**src/rtl/md_sched.sv**
```systemverilog
// Schedules MD ops into the MDU and tracks its busy window; issue is combinational, busy MUL/DIV_CYCLES.
// No queueing: an MD op meeting a busy MDU is held by stall_e/stall_d until the first idle cycle.
module md_sched #(
   parameter int MUL_CYCLES = 5,
   parameter int DIV_CYCLES = 10
) (
   input  logic       clk,
   input  logic       reset,
   input  logic       e_valid,
   input  logic [3:0] e_op,
   input  logic       d_md,
   output logic       mdu_start,
   output logic [3:0] mdu_op,
   output logic       busy,
   output logic       done,
   output logic       stall_e,
   output logic       stall_d
);

   typedef enum logic [1:0] {IDLE, MUL, DIV} state_t;

   state_t     state, state_nxt;
   logic [7:0] cnt, cnt_nxt;
   logic       e_md, is_mul, is_div, issue, busy_int;

   always_ff @(posedge clk or negedge reset) begin
      if (!reset) begin
         state <= IDLE;
         cnt   <= 8'd0;
      end else begin
         state <= state_nxt;
         cnt   <= cnt_nxt;
      end
   end

   always_comb begin
      state_nxt = state;
      cnt_nxt   = cnt;
      e_md      = e_valid && (e_op >= 4'd1) && (e_op <= 4'd8);
      is_mul    = (e_op == 4'd1) || (e_op == 4'd2);
      is_div    = (e_op == 4'd3) || (e_op == 4'd4);
      busy_int  = (state != IDLE);
      issue     = e_md && !busy_int;
      case (state)
         IDLE: begin
            if (issue && is_mul) begin
               state_nxt = MUL;
               cnt_nxt   = 8'(MUL_CYCLES);
            end else if (issue && is_div) begin
               state_nxt = DIV;
               cnt_nxt   = 8'(DIV_CYCLES);
            end
         end
         MUL, DIV: begin
            if (cnt == 8'd1) begin
               state_nxt = IDLE;
               cnt_nxt   = 8'd0;
            end else begin
               cnt_nxt = cnt - 8'd1;
            end
         end
         default: begin
            state_nxt = IDLE;
            cnt_nxt   = 8'd0;
         end
      endcase
   end

   // Every output is masked while reset is held, including the purely combinational ones.
   always_comb begin
      mdu_start = 1'b0;
      mdu_op    = 4'd0;
      busy      = 1'b0;
      done      = 1'b0;
      stall_e   = 1'b0;
      stall_d   = 1'b0;
      if (reset) begin
         mdu_start = issue && (is_mul || is_div);
         mdu_op    = issue ? e_op : 4'd0;
         busy      = busy_int;
         done      = busy_int && (cnt == 8'd1);
         stall_e   = e_md && busy_int;
         stall_d   = d_md && (busy_int || mdu_start || stall_e);
      end
   end

endmodule

```
**config.mk**
```make
export PLATFORM = sky130hd
export DESIGN_NAME = md_sched
export DESIGN_NICKNAME = d
export VERILOG_FILES = /design/src/rtl/md_sched.sv
export SDC_FILE = /design/constraint.sdc
export NUM_CORES = 1
export LEC_CHECK = 0
export ABC_AREA = 1
export BUFFER_PORTS_ARGS = -buffer_cell sky130_fd_sc_hd__clkbuf_2
export CAP_MARGIN = 20
export CORE_MARGIN = 5
export CORE_UTILIZATION = 39
export CTS_CLUSTER_DIAMETER = 40
export CTS_CLUSTER_SIZE = 24
export DETAILED_ROUTE_END_ITERATION = 8
export HOLD_SLACK_MARGIN = 0.12
export SLEW_MARGIN = 5
export SYNTH_ARGS = -nofsm -noshare
export SYNTH_HDL_FRONTEND = slang
export SYNTH_SLANG_ARGS = --single-unit
```
**constraint.sdc**
```tcl
create_clock -name clk -period 1.4 [get_ports clk]
set_input_delay 0.28 -clock clk [delete_from_list [all_inputs] [get_ports clk]]
set_output_delay 0.28 -clock clk [all_outputs]
set_load 0.1 [all_outputs]
```
* Word level (Yosys, flattened, before mapping) *
Cells that the tools add are included.

word-level totals
  output and inout bits = 9
  logic and storage cells = 48
  input bits = 8
  flip-flop bits (word level) = 10

cells by class
  order comparisons = 2
  equality and inequality tests = 9
  add/sub/neg operators = 1
  reductions and logical operators = 19
  muxes and demuxes = 15

operator list
  kind                                                                   number
  8-bit two-way mux                                                      3
  8-bit one-hot mux with 2 select lines                                  1
  1-bit logical AND                                                      9
  4-bit by 2-bit == test with 1-bit output, second input constant        2
  8-bit by 1-bit == test with 1-bit output, second input constant        1
  4-bit two-way mux                                                      2
  8-bit by 1-bit subtractor with 8-bit output, second input constant     1
  2-bit two-way mux                                                      3
  1-bit logical OR                                                       5
  1-bit two-way mux                                                      5
  4-bit by 1-bit == test with 1-bit output, second input constant        1
  4-bit by 3-bit == test with 1-bit output, second input constant        1
  4-bit by 1-bit >= comparator with 1-bit output, second input constant  1
  4-bit less-or-equal comparator, second input constant                  1
  2-bit one-hot mux with 2 select lines                                  1
  3-bit != test, second input constant                                   1
  2-bit by 1-bit == test with 1-bit output, second input constant        1
  2-bit == test, second input constant                                   1
  2-bit zero test                                                        1
  2-bit != test, second input constant                                   1
  2-bit AND reduction                                                    1
  2-bit nonzero test                                                     1
  2-bit OR reduction                                                     1
  1-bit zero test                                                        1

* Logic depth before layout (Yosys ltp) *
Gate-level depths: netlist of the first run.

  depth in word-level cells = 9
  mapped depth = 9
  depth with buffers taken out = 9

* Worst setup path after synthesis of the first run *
OpenSTA, ideal clock, no wires.

  path kind = register to output
  from = register state[0]
  to = output port mdu_op[2]
  cell stages (with the launch flop) = 6
  arrival = 2.870 ns
  required time = 1.120 ns
  path slack = -1.750 ns
  buffers on the path = 1
  cell sequence = dfrtp_1 -> inv_1 -> ha_1 -> clkbuf_8 -> nand2_1 -> nor3_1

between the ends
  cells in the longest elaborated chain, start to end = 5

RTL lines
  element                 RTL line  source
  start, declared         22        state_t state, state_nxt;
  start signal, assigned  31        state <= state_nxt;
  2-bit nonzero test      42        busy_int = (state != IDLE);
  1-bit zero test         43        issue = e_md && !busy_int;
  1-bit logical AND       43
  4-bit two-way mux       79        mdu_op = issue ? e_op : 4'd0;
  4-bit two-way mux       77        if (reset) begin
  end, declared           13        output logic [3:0] mdu_op,

Every way passes these cells.

* Worst setup path after layout of the first run *
  from = register state[0]
  to = output port done

between the ends
  cells in the longest elaborated chain, start to end = 3

RTL lines
  element             RTL line  source
  2-bit nonzero test  42
  1-bit logical AND   81        done = busy_int && (cnt == 8'd1);
  1-bit two-way mux   77
  end, declared       15        output logic done,

Every way passes these cells.

==> results of run 1 <==
-- cell usage in the layout (no fill, tap or decap), drive strengths merged --
master	instances
nand2	48
or2	1
buf	38
inv	19
dlygate4sd3	1
nand3	22
a21oi	3
clkbuf	10
nor3	4
o21ai	1
xnor2	1
nand4	2
nor2	24
ha	4
dfrtp	10
xor2	1
-- through the flow --
stage	power (uW)	setup WS (ps)
finish	2770	-329
CTS	2600	-329
global placement	2280	-193
global route	2970	-362
detailed placement	2330	-239
floorplan	1630	-542
-- cell families (layout without fill, tap and decap cells) --
| family | after synthesis | count (layout) | share of synthesized area (%) |
|---|---|---|---|
| buffers and inverters | 20 | 68 | 9.43 |
| DFF | 10 | 10 | 27.7 |
| AOI/OAI and AO/OA | 4 | 4 | 3.88 |
| adders and majority gates | 4 | 4 | 5.55 |
| and+or+nand+nor | 101 | 101 | 51.5 |
| xor gates and xnor gates | 2 | 2 | 1.94 |
-- how the worst max path moves through the flow --
| stage | slack, ps | from | to | depth (start not counted) |
|---|---|---|---|---|
| 6_report | -330 | state[0]$_DFFE_PN0P_ | done | 5 |
| 2_1_floorplan | -540 | state[0]$_DFFE_PN0P_ | mdu_op[2] | 5 |
| 5_1_grt | -360 | state[0]$_DFFE_PN0P_ | done | 5 |
| 3_3_place_gp | -190 | e_op[0] | mdu_op[2] | 7 |
| 3_5_place_dp | -240 | e_op[0] | stall_e | 7 |
| 4_1_cts | -330 | state[0]$_DFFE_PN0P_ | stall_e | 5 |
-- critical path: cells and delay by family, from the launching register on --
kind	cells	cell delay, ps
buf+inv	3	410
flops	1	370
fa+ha+maj	1	200
simple gates	1	200
-- registers in the layout (all words and copies together), names as in the netlist --
register	flops
state	2
cnt	8
-- power by group --
| group | switching (uW) | internal (uW) | total (uW) |
|---|---|---|---|
| sequential | 58.1 | 381 | 439 |
| clock | 95.0 | 99.3 | 194 |
| combinational | 1230 | 907 | 2140 |
| total | 1380 | 1390 | 2770 |
-- final cells by class --
cell class | count | area share, %
multi-input combinational | 111 | 47.1
timing repair buffer | 46 | 28.9
sequential | 10 | 15.7
inverter | 19 | 4.65
tap | 28 | 2.20
clock buffer | 3 | 1.42
-- routing by layer --
layer,GRT usage (%),share of wire (%)
met5,0,0
met4,9.60,2.7
met3,2.00,2.8
met2,33.1,56
met1,18.8,38
-- repair_timing --
| item | CTS | global route |
|---|---|---|
| buffers inserted | 2 | 4 |
| pin swaps | 4 | 6 |
| hold buffers | 1 | 0 |
| hold endpoints to repair | 10 | 0 |
| gates resized for setup | 7 | 17 |
| endpoints found under the setup margin | 14 | 18 |
==> impl_summary.md, run 1 <==
Critical path
The signal on the critical path passes through inv_2 -> ha_4 -> buf_12 -> nor3_4 -> buf_12. Along the worst path, the maximum fanout reaches 6. In this run the critical register-to-register path is captured at state[0]$_DFFE_PN0P_. The data required time at the worst endpoint is 1120 ps. STA classifies the critical path endpoint as a primary output. STA classifies the critical path startpoint as a register.

The type of the setup path with the least slack is register to primary output. The register-to-register setup slack is -10 ps. At the worst endpoint, the arrival time is 1450 ps. In this design, the stage delay of the slowest critical-path cell is 370 ps. The most frequent cell on the critical path is sky130_fd_sc_hd__buf_12. The cell at the slowest stage of the critical path is sky130_fd_sc_hd__dfrtp_1. The startpoint identified for the worst register-to-register timing path is state[0]$_DFFE_PN0P_. The worst-case reg-to-reg path depth is 8.

Global routing
The first global-routing pass estimated 4580 um of wire. The via count of the first global-routing pass is 1060. Entering global routing, the biggest net connects 11 pins. The global-route congestion overflow total is 0.

The initial antenna violation count is 0. The global-route usage over all layers is 17.6%.

Placed design
In this run the cell area measured after placement is 0.00147 mm2. At the end of routability-driven placement, the weighted congestion stood at between 0.9 and 1. The wire-length estimate of the detail-placed layout is about 2300 um. In this run the tool buffered the top-level ports with 16 buffer cells.

The placed cell count is about 210.

Yosys
The fraction of the yosys area taken by sequential cells is roughly 28%. The synthesized net count is 153. The most frequently used cell type in the post-synthesis netlist is sky130_fd_sc_hd__nand2_1. By area the synthesized netlist is led by sky130_fd_sc_hd__dfrtp_1 28%, sky130_fd_sc_hd__nand2_1 18%, sky130_fd_sc_hd__nand3_1 11%. The post-synth design cell area is 902 um2.

sky130_fd_sc_hd__dfrtp_1 takes more of the synthesized area than any other cell. Dividing the synthesized area by the synthesized cell count gives 6.40 um2. In this run the biggest area consumer among cell types represents approximately 28% of the synthesized area. The most instantiated flip-flop cell in the synthesis netlist is sky130_fd_sc_hd__dfrtp_1.

Synthesis produced between 100 and 150 cells. The number of synthesized flops with an enable pin is 0. During synthesis, Yosys emitted a total of 0 warnings.

Synthesis instantiated 22 different standard cells from the library. Counting instances in the post-synthesis netlist gives the leading cell types as 44 x sky130_fd_sc_hd__nand2_1, 20 x sky130_fd_sc_hd__nand3_1, 20 x sky130_fd_sc_hd__nor2_1, 18 x sky130_fd_sc_hd__inv_1, 10 x sky130_fd_sc_hd__dfrtp_1. After synthesis, the share of flip-flops with an asynchronous set or reset is 100%. The synthesis-stage register bit count is 10.

Timing
The final-report hold violation count is 0. The measured slew at the worst slew-check pin is 519 ps. The post-route worst hold slack is 543 ps. After layout, the worst path uses 123% of the clock period. The minimum period implied by the final worst setup slack is 1730 ps.

Based on the critical path, the design can be clocked at up to 578 MHz. The clock arrives with between 1 and 1.5 ps of skew. The number of slew-limit violations in the final report was 0.

After layout, the worst setup slack is -329 ps. In this run the tightest slew margin relative to its limit is between 60% and 70%. The number of endpoints failing setup at the final stage is 11. Setup repair after global routing could not meet its margin everywhere. In the final timing run, aggregate negative setup slack is -2570 ps.

Floorplanning
The chip height is 58.1 um. The die covers 0.00338 mm2. The number of cell rows is 17. The starting density of the core is around two fifths.

The die extent in x is 58.1 um. The core region is 0.00221 mm2. The I/O pin count is 17.

CTS
The maximum clock path buffer count is 2. The H-tree level count is 1. After clock tree synthesis, the clock-pin slew on the worst setup and hold paths is 60 ps.

Counting every sink on the clock net gives 10. Buffers inserted during clock tree synthesis total 3. The insertion delay to the later sink of the worst-skew pair is 260 ps.

The cell chosen for the clock root is sky130_fd_sc_hd__clkbuf_4. The CTS tree is done.

Route
The total vias in the final route is 1066. Dividing the detail-routed wire length by the instance count gives roughly 14 um. In the routed design, unresolved DRC markers number 0. In this run, the number of DRC markers left after iteration 0 of detailed routing was 40. In the routed layout, each cell is associated on average with a via count of 4.91. The routed wire length is 2940 um. The detail route stage leaves a number of antenna-violating nets equal to 0.

The total iterations of the first detailed-routing run is 4.

Final layout
In the final layout, the multi-input gates occupy 748 um2. Excluding fillers, the count of instances in the completed layout stands at 217. Fill cells in the final layout number 172. Once layout is done, the placed cells without fillers occupy 0.00159 mm2. The ratio of cells with drive above 1 in the final layout is between 40% and 50%. In the final layout, flip-flops and latches occupy 250 um2.

From synthesis to final layout, the design area changed by 76.1%. The final core utilization is 71.8%. The antenna diode count is 0. In the final design database the tool counted 203 nets.

Power and ir drop
Summed over all cells, the static leakage comes to 0.000784 uW. The worst-case vdd ir drop is ~1100 uV. The cell area power density is about 1700 mW/mm2.

Hold path
The type of the tightest min-delay check is primary input to async pin.

Outcome
The run finished, with violations left. The final reports fail on setup timing.

Flow run
The number of maximum-capacitance violations is 0.
Power figures use the tool's default switching activity.
==> inputs of run 2 (changes only) <==
BUFFER_PORTS_ARGS = -buffer_cell sky130_fd_sc_hd__buf_2   (was -buffer_cell sky130_fd_sc_hd__clkbuf_2)
==> impl_summary.md, run 2 (synthesized netlist as in run 1, its figures left out) <==
Outcome
The run finished, with violations left. The final reports fail on setup timing.

Route
The antenna violation net count after detailed routing is 0 (unchanged). The total iterations of the first detailed-routing run is 4 (unchanged). The remaining routing DRC violations is 0 (unchanged). The total vias in the final route came to 1070 (+0.38%).

The initial detailed-routing violation count is 10 (-75%). The average routed wire per standard cell was 11.6 um (-15%). The routed wire length is 2550 um (-13%). The average vias per placed instance is 4.84 (-1.4%).

Global routing
The wire length of the first global-routing pass is 4370 um (-4.5%). The global-route congestion overflow total was 0 (unchanged). The global-route usage over all layers was 16.3% (-1.3 points). The pin count of the biggest net entering global routing is 11 (unchanged). The via count of the first global-routing pass is 1047 (-1.2%).

The initial antenna violation count is 0 (unchanged).

CTS
The maximum clock path buffer count is 2 (unchanged). The CTS tree is done. The number of buffers inserted during clock tree synthesis is 3 (unchanged).

The insertion delay to the later sink of the worst-skew pair was 260 ps (about the same). CTS placed an instance of sky130_fd_sc_hd__clkbuf_4 at the clock tree root. The total number of clock tree sinks came to 10 (unchanged). The H-tree level count was 1 (unchanged).

The clock-pin transition on the worst setup and hold timing paths is 60 ps (about the same).

Placed design
The last weighted congestion value of the routability-driven placer is 0.909 (-1.2%). The port buffer count is 16 (unchanged). The final HPWL from detailed placement is 2110 um (-6.7%).

The post-placement worst setup slack came to -258 ps (-18.9 ps).

Critical path
The critical path capture point type is a primary output. The data required time at the worst endpoint was 1120 ps (about the same). The maximum fanout along the worst path was 6 (unchanged). The data arrival time at the worst-slack endpoint was 1440 ps (about the same). The register-to-register setup slack is 0 ps (about the same).

The worst setup path is of the register to primary output kind. In this run the critical register-to-register path is launched from state[1]$_DFFE_PN0P_. Tracing the worst setup path back leads to its startpoint at state[1]$_DFFE_PN0P_. The worst setup path is launched from a register.

Final layout
Leaving out fill and tap cells, the most frequent cell in the layout is sky130_fd_sc_hd__nand2_1. The area occupied by multi-input gates is 718 um2 (-4.0%). From synthesis to final layout, the design area changed by 75.9%. The number of flip-flops in the largest register is 8 (unchanged). The antenna diode count is 0 (unchanged). The ratio of cells with drive above 1 in the final layout is 45.1% (-1.5 points). The largest register by flop count is cnt.

The layout net count is 207 (+2.0%). In the layout the commonest cells are 43 x sky130_fd_sc_hd__nand2_1, 31 x sky130_fd_sc_hd__buf_4, 19 x sky130_fd_sc_hd__nand3_1. The area taken by flip-flops and latches is 250 um2 (unchanged).

The final-layout fill cell count is 182 (+5.8%). The largest registers in the layout are cnt x8, state x2.

Floorplanning
The die area is 0.00338 mm2 (unchanged). The I/O pin count came to 17 (unchanged). The starting density of the core was 40.8% (unchanged). The core outline area is 0.00221 mm2 (unchanged).

The die extent in x came to 58.1 um (unchanged). The chip height is 58.1 um (unchanged). The number of cell rows is 17 (unchanged).

Timing
The final-report hold violation count is 0 (unchanged). The worst-case headroom to the max-slew limit is 66.2% (+0.77 points). The post-route worst setup slack is -322 ps (+6.96 ps). The part of the cycle the worst path needs is 123% (-0.50 points). The minimum period implied by the final worst setup slack was 1720 ps (-6.96 ps). The setup clock skew after layout is 1.62 ps (+0.527 ps).

The measured slew at the worst slew-check pin is 507 ps (-11.6 ps). The number of slew-limit violations in the final report is 0 (unchanged). The number of endpoints failing setup at the final stage is 9 (-2). The maximum frequency from static timing analysis is 581 MHz (+0.40%). Setup repair after global routing could not meet its margin everywhere.

Power and ir drop
The total power consumption of the routed design is 2750 uW (-0.80%). The cell area power density was 1730 mW/mm2 (-0.65%). The worst-case vdd ir drop came to 1490 uV (+30%). The cell leakage power was 0.000792 uW (+1.1%).

Hold path
The startpoint identified for the worst hold timing path is e_op[2]. In this run the worst hold path is classified as primary input to register.

Flow run
The number of maximum-capacitance violations is 0 (unchanged).
[run 2: cell types whose count changed in the layout (fill, tap and decap cells not counted)]
cell	delta
sky130_fd_sc_hd__nor2_4	-1
sky130_fd_sc_hd__xnor2_2	-1
sky130_fd_sc_hd__nand2_2	-1
sky130_fd_sc_hd__nand3_1	+1
sky130_fd_sc_hd__inv_1	+1
sky130_fd_sc_hd__nor2_1	+1
sky130_fd_sc_hd__nand2_1	+1
sky130_fd_sc_hd__buf_2	+7
sky130_fd_sc_hd__xnor2_1	+1
sky130_fd_sc_hd__buf_4	+4
sky130_fd_sc_hd__inv_4	-1
sky130_fd_sc_hd__clkbuf_2	-7
sky130_fd_sc_hd__nand3_4	-1
[run 2: path summary, 6_finish.rpt]
path,to,depth (start not counted)
hold reg to reg,cnt[0]$_DFFE_PN0P_,2
setup reg to reg,state[0]$_DFFE_PN0P_,8
max in group asynchronous,state[1]$_DFFE_PN0P_,3
setup / recovery,done,5
min in group asynchronous,cnt[4]$_DFFE_PN0P_,3
hold / removal,state[0]$_DFFE_PN0P_,6
[run 2: layer usage]
layer	global-route usage [%]	vias up	part of all wire, %
li1	-	549	-
met1	18.2	495	41
met2	31.3	22	54
met3	2.00	4	3.7
met4	5.30	0	1.1
met5	0	-	0
[run 2: layout make-up]
cell class	instances	share of cell area [%]
repair buffers	50	30.8
well taps	28	2.21
clock buffers	3	1.42
inverters	19	4.50
multi-input cells	111	45.3
flip-flops and latches	10	15.8
[run 2: power breakdown]
group | total [uW] | leakage, uW | internal [uW] | switching, uW
logic | 2110 | 0.000648 | 953 | 1160
clock network | 195 | 0.0000138 | 99.3 | 95.3
registers | 440 | 0.000130 | 381 | 59.3
[run 2: repair_timing]
| item | CTS | global route |
|---|---|---|
| pin swaps | 3 | 2 |
| gates resized for setup | 4 | 11 |
| setup buffers | 2 | 4 |
| hold endpoints to repair | 10 | 0 |
| hold buffers | 1 | 0 |
| setup endpoints to repair | 17 | 18 |
[run 2: per-stage QoR]
step	cells	hold slack [ps]	instance area [um2]	util (%)	TNS [ps]
4_1_cts	217	539	1520	68.8	-2460
3_5_place_dp	212	295	1480	66.8	-2700
2_1_floorplan	141	-15.6	1010	-	-3320
3_3_place_gp	212	289	1480	66.8	-1940
6_report	221	538	1590	71.7	-2570
5_1_grt	221	571	1590	71.7	-3200
[run 2: worst max-delay path, cell delays in order (launching register included)]
cell	delay (ps)
sky130_fd_sc_hd__dfrtp_1	370
sky130_fd_sc_hd__inv_2	60
sky130_fd_sc_hd__ha_4	200
sky130_fd_sc_hd__buf_12	140
sky130_fd_sc_hd__nor3_4	200
sky130_fd_sc_hd__buf_12	200
==> inputs of run 3 (changes only) <==
TNS_END_PERCENT = 30   (was unset)
==> impl_summary.md, run 3 (synthesized netlist as in run 1, its figures left out) <==
Outcome
The run finished, with violations left. The final reports fail on setup timing.

Timing
The worst-case headroom to the max-slew limit was 66.3% (+0.17 points). The post-route worst hold slack was 541 ps (+2.92 ps). The number of slew-limit violations in the final report is 0 (unchanged). The setup clock skew after layout came to 0.476 ps (-1.14 ps).

The maximum frequency from static timing analysis came to 571 MHz (-1.7%). Setup repair after global routing could not meet its margin everywhere. The post-route worst setup slack is -351 ps (-29.2 ps).

The number of endpoints failing setup at the final stage was 11 (+2). The measured slew at the worst slew-check pin is 504 ps (-2.52 ps). The final-report hold violation count is 0 (unchanged). The minimum period implied by the final worst setup slack is 1750 ps (+29.2 ps). The part of the cycle the worst path needs is 125% (+2.1 points). The sum of negative setup slack is -2920 ps (-355 ps).

CTS
The insertion delay to the later sink of the worst-skew pair came to 250 ps (about the same). The total number of clock tree sinks is 10 (unchanged). The number of buffers inserted during clock tree synthesis came to 3 (unchanged).

The clock-pin transition on the worst setup and hold timing paths came to 60 ps (about the same). The cell chosen for the clock root is sky130_fd_sc_hd__clkbuf_4. The CTS tree is done. The H-tree level count is 1 (unchanged).

The maximum clock path buffer count came to 2 (unchanged).

Critical path
The critical path capture point type is a primary output. The count of buffer and inverter cells on the critical path is 3 (unchanged). The data arrival time at the worst-slack endpoint is 1470 ps (+30 ps).

The worst setup path is launched from a register. The worst setup path is of the register to primary output kind. The cell that appears most often on the critical path is sky130_fd_sc_hd__buf_12. The maximum fanout along the worst path is 5 (-1). The signal on the critical path passes through inv_2 -> ha_4 -> buf_12 -> nand2_8 -> nor3_4 -> buf_12. The register-to-register setup slack came to -50 ps (-50 ps). The data required time at the worst endpoint is 1120 ps (about the same). The slowest stage of the critical path belongs to the cell sky130_fd_sc_hd__dfrtp_1. The gate family responsible for the most delay along the worst path is buffers and inverters. The peak per-stage delay on the critical path is 400 ps (+30 ps).

Floorplanning
The chip height is 58.1 um (unchanged). The number of cell rows came to 17 (unchanged). The die area is 0.00338 mm2 (unchanged).

The core outline area is 0.00221 mm2 (unchanged). The starting density of the core was 40.8% (unchanged). The die extent in x is 58.1 um (unchanged). The I/O pin count is 17 (unchanged).

Power and ir drop
The share of power burned in the clock network came to 8.3% (+1.2 points). The cell area power density was 1790 mW/mm2 (+3.3%). The sequential group share of total power is 15.2% (-0.8 points). The switching power summed over all nets is 1330 uW (+1.1%). The switching power as a share of total power is 45.6% (-2.2 points). The internal power component came to 1590 uW (+11%). The worst-case vdd ir drop was 1050 uV (-30%). The part of the power in combinational logic came to 76.4% (-0.5 points). The cell leakage power is 0.000821 uW (+3.6%).

Final layout
Ranked by flip-flop count, first place goes to cnt. In the layout the commonest cells are 41 x sky130_fd_sc_hd__nand2_1, 27 x sky130_fd_sc_hd__buf_4, 20 x sky130_fd_sc_hd__nand3_1. From synthesis to final layout, the design area changed by 80.6%. The number of flip-flops in the largest register was 8 (unchanged). The ratio of cells with drive above 1 in the final layout was 44.8% (-0.23 points).

The layout net count is 207 (unchanged). The largest registers in the layout are cnt x8, state x2. The antenna diode count came to 0 (unchanged). The most common cell after layout, fill and taps aside is sky130_fd_sc_hd__nand2_1.

Global routing
The via count of the first global-routing pass was 1043 (-0.38%). The global-route congestion overflow total is 0 (unchanged). The initial antenna violation count is 0 (unchanged). The pin count of the biggest net entering global routing was 11 (unchanged). The wire length of the first global-routing pass is 4610 um (+5.4%). The global-route usage over all layers was 17.3% (+1.0 points).

Route
The average routed wire per standard cell was 11.8 um (+2.1%). The total vias in the final route is 1057 (-1.2%). The antenna violation net count after detailed routing is 0 (unchanged). The total iterations of the first detailed-routing run came to 4 (unchanged).

The initial detailed-routing violation count is 28 (+18). The average vias per placed instance came to 4.76 (-1.7%). The remaining routing DRC violations came to 0 (unchanged). The routed wire length is 2620 um (+2.5%).

Placed design
The final HPWL from detailed placement came to 2170 um (+3.0%). The last weighted congestion value of the routability-driven placer is 0.883 (-2.9%). The port buffer count is 16 (unchanged).

Hold path
The type of the tightest min-delay check is primary input to register.

Flow run
The number of maximum-capacitance violations is 0 (unchanged).
## run 3: power by group through the flow
stage               combinational (uW)  clock [uW]  sequential [uW]
global route                      2450         269              454
finish                            2230         243              444
detailed placement                1820           0              439
floorplan                         1160           0              448
CTS                               2070         254              441
global placement                  1790           0              432
## run 3: final timing paths
path                                       from                    to  cells after the start
max                        state[1]$_DFFE_PN0P_             mdu_op[2]                      6
min                                     e_op[2]  state[0]$_DFFE_PN0P_                      6
max reg2reg                state[1]$_DFFE_PN0P_    cnt[3]$_DFFE_PN0P_                     10
min reg2reg                  cnt[6]$_DFFE_PN0P_    cnt[6]$_DFFE_PN0P_                      3
max in group asynchronous                 reset    cnt[6]$_DFFE_PN0P_                      4
min in group asynchronous                 reset    cnt[0]$_DFFE_PN0P_                      4
## run 3: layout make-up
| class | count | area (um2) |
|---|---|---|
| clock buffer | 4 | 36.3 |
| fill | 169 | 583 |
| inverter | 19 | 76.3 |
| multi-input combinational | 111 | 702 |
| sequential | 10 | 250 |
| tap | 28 | 35.0 |
| timing repair buffer | 50 | 529 |
## run 3: timing repair
action,CTS,global route
pin swaps,5,4
endpoints found under the setup margin,18,19
hold buffers,1,0
gates resized for setup,6,14
buffers inserted,3,1
hold endpoints to repair,10,0
cloned,1,0
## run 3: worst register-to-register path: stages, from the launching register on
cell                      delay [ps]
sky130_fd_sc_hd__dfrtp_1         400
sky130_fd_sc_hd__inv_2            80
sky130_fd_sc_hd__ha_4            150
sky130_fd_sc_hd__buf_12          140
sky130_fd_sc_hd__inv_6            40
sky130_fd_sc_hd__a21oi_4         160
sky130_fd_sc_hd__buf_6           130
sky130_fd_sc_hd__buf_8           110
sky130_fd_sc_hd__nor2_2           40
sky130_fd_sc_hd__nand2_1          60
sky130_fd_sc_hd__nand2_1          50
## run 3: per-layer routing
layer | global-route usage [%] | vias up | routed length, um
met1 | 20.6 | 478 | 1100
met5 | 0 | - | 0
met2 | 32.9 | 27 | 1420
li1 | - | 552 | -
met4 | 4.97 | 0 | 0
met3 | 1.11 | 0 | 107
## run 3: metrics by stage
step           cell area (um2)  instances  utilization (%)  total power [uW]  worst slack [ps]
6_report                  1630        222             73.6              2920              -351
5_1_grt                   1630        222             73.6              3170              -450
4_1_cts                   1580        221             71.2              2770              -345
3_5_place_dp              1460        212             65.8              2260              -321
3_3_place_gp              1460        212             65.8              2220              -257
2_1_floorplan              996        141                -              1600              -542
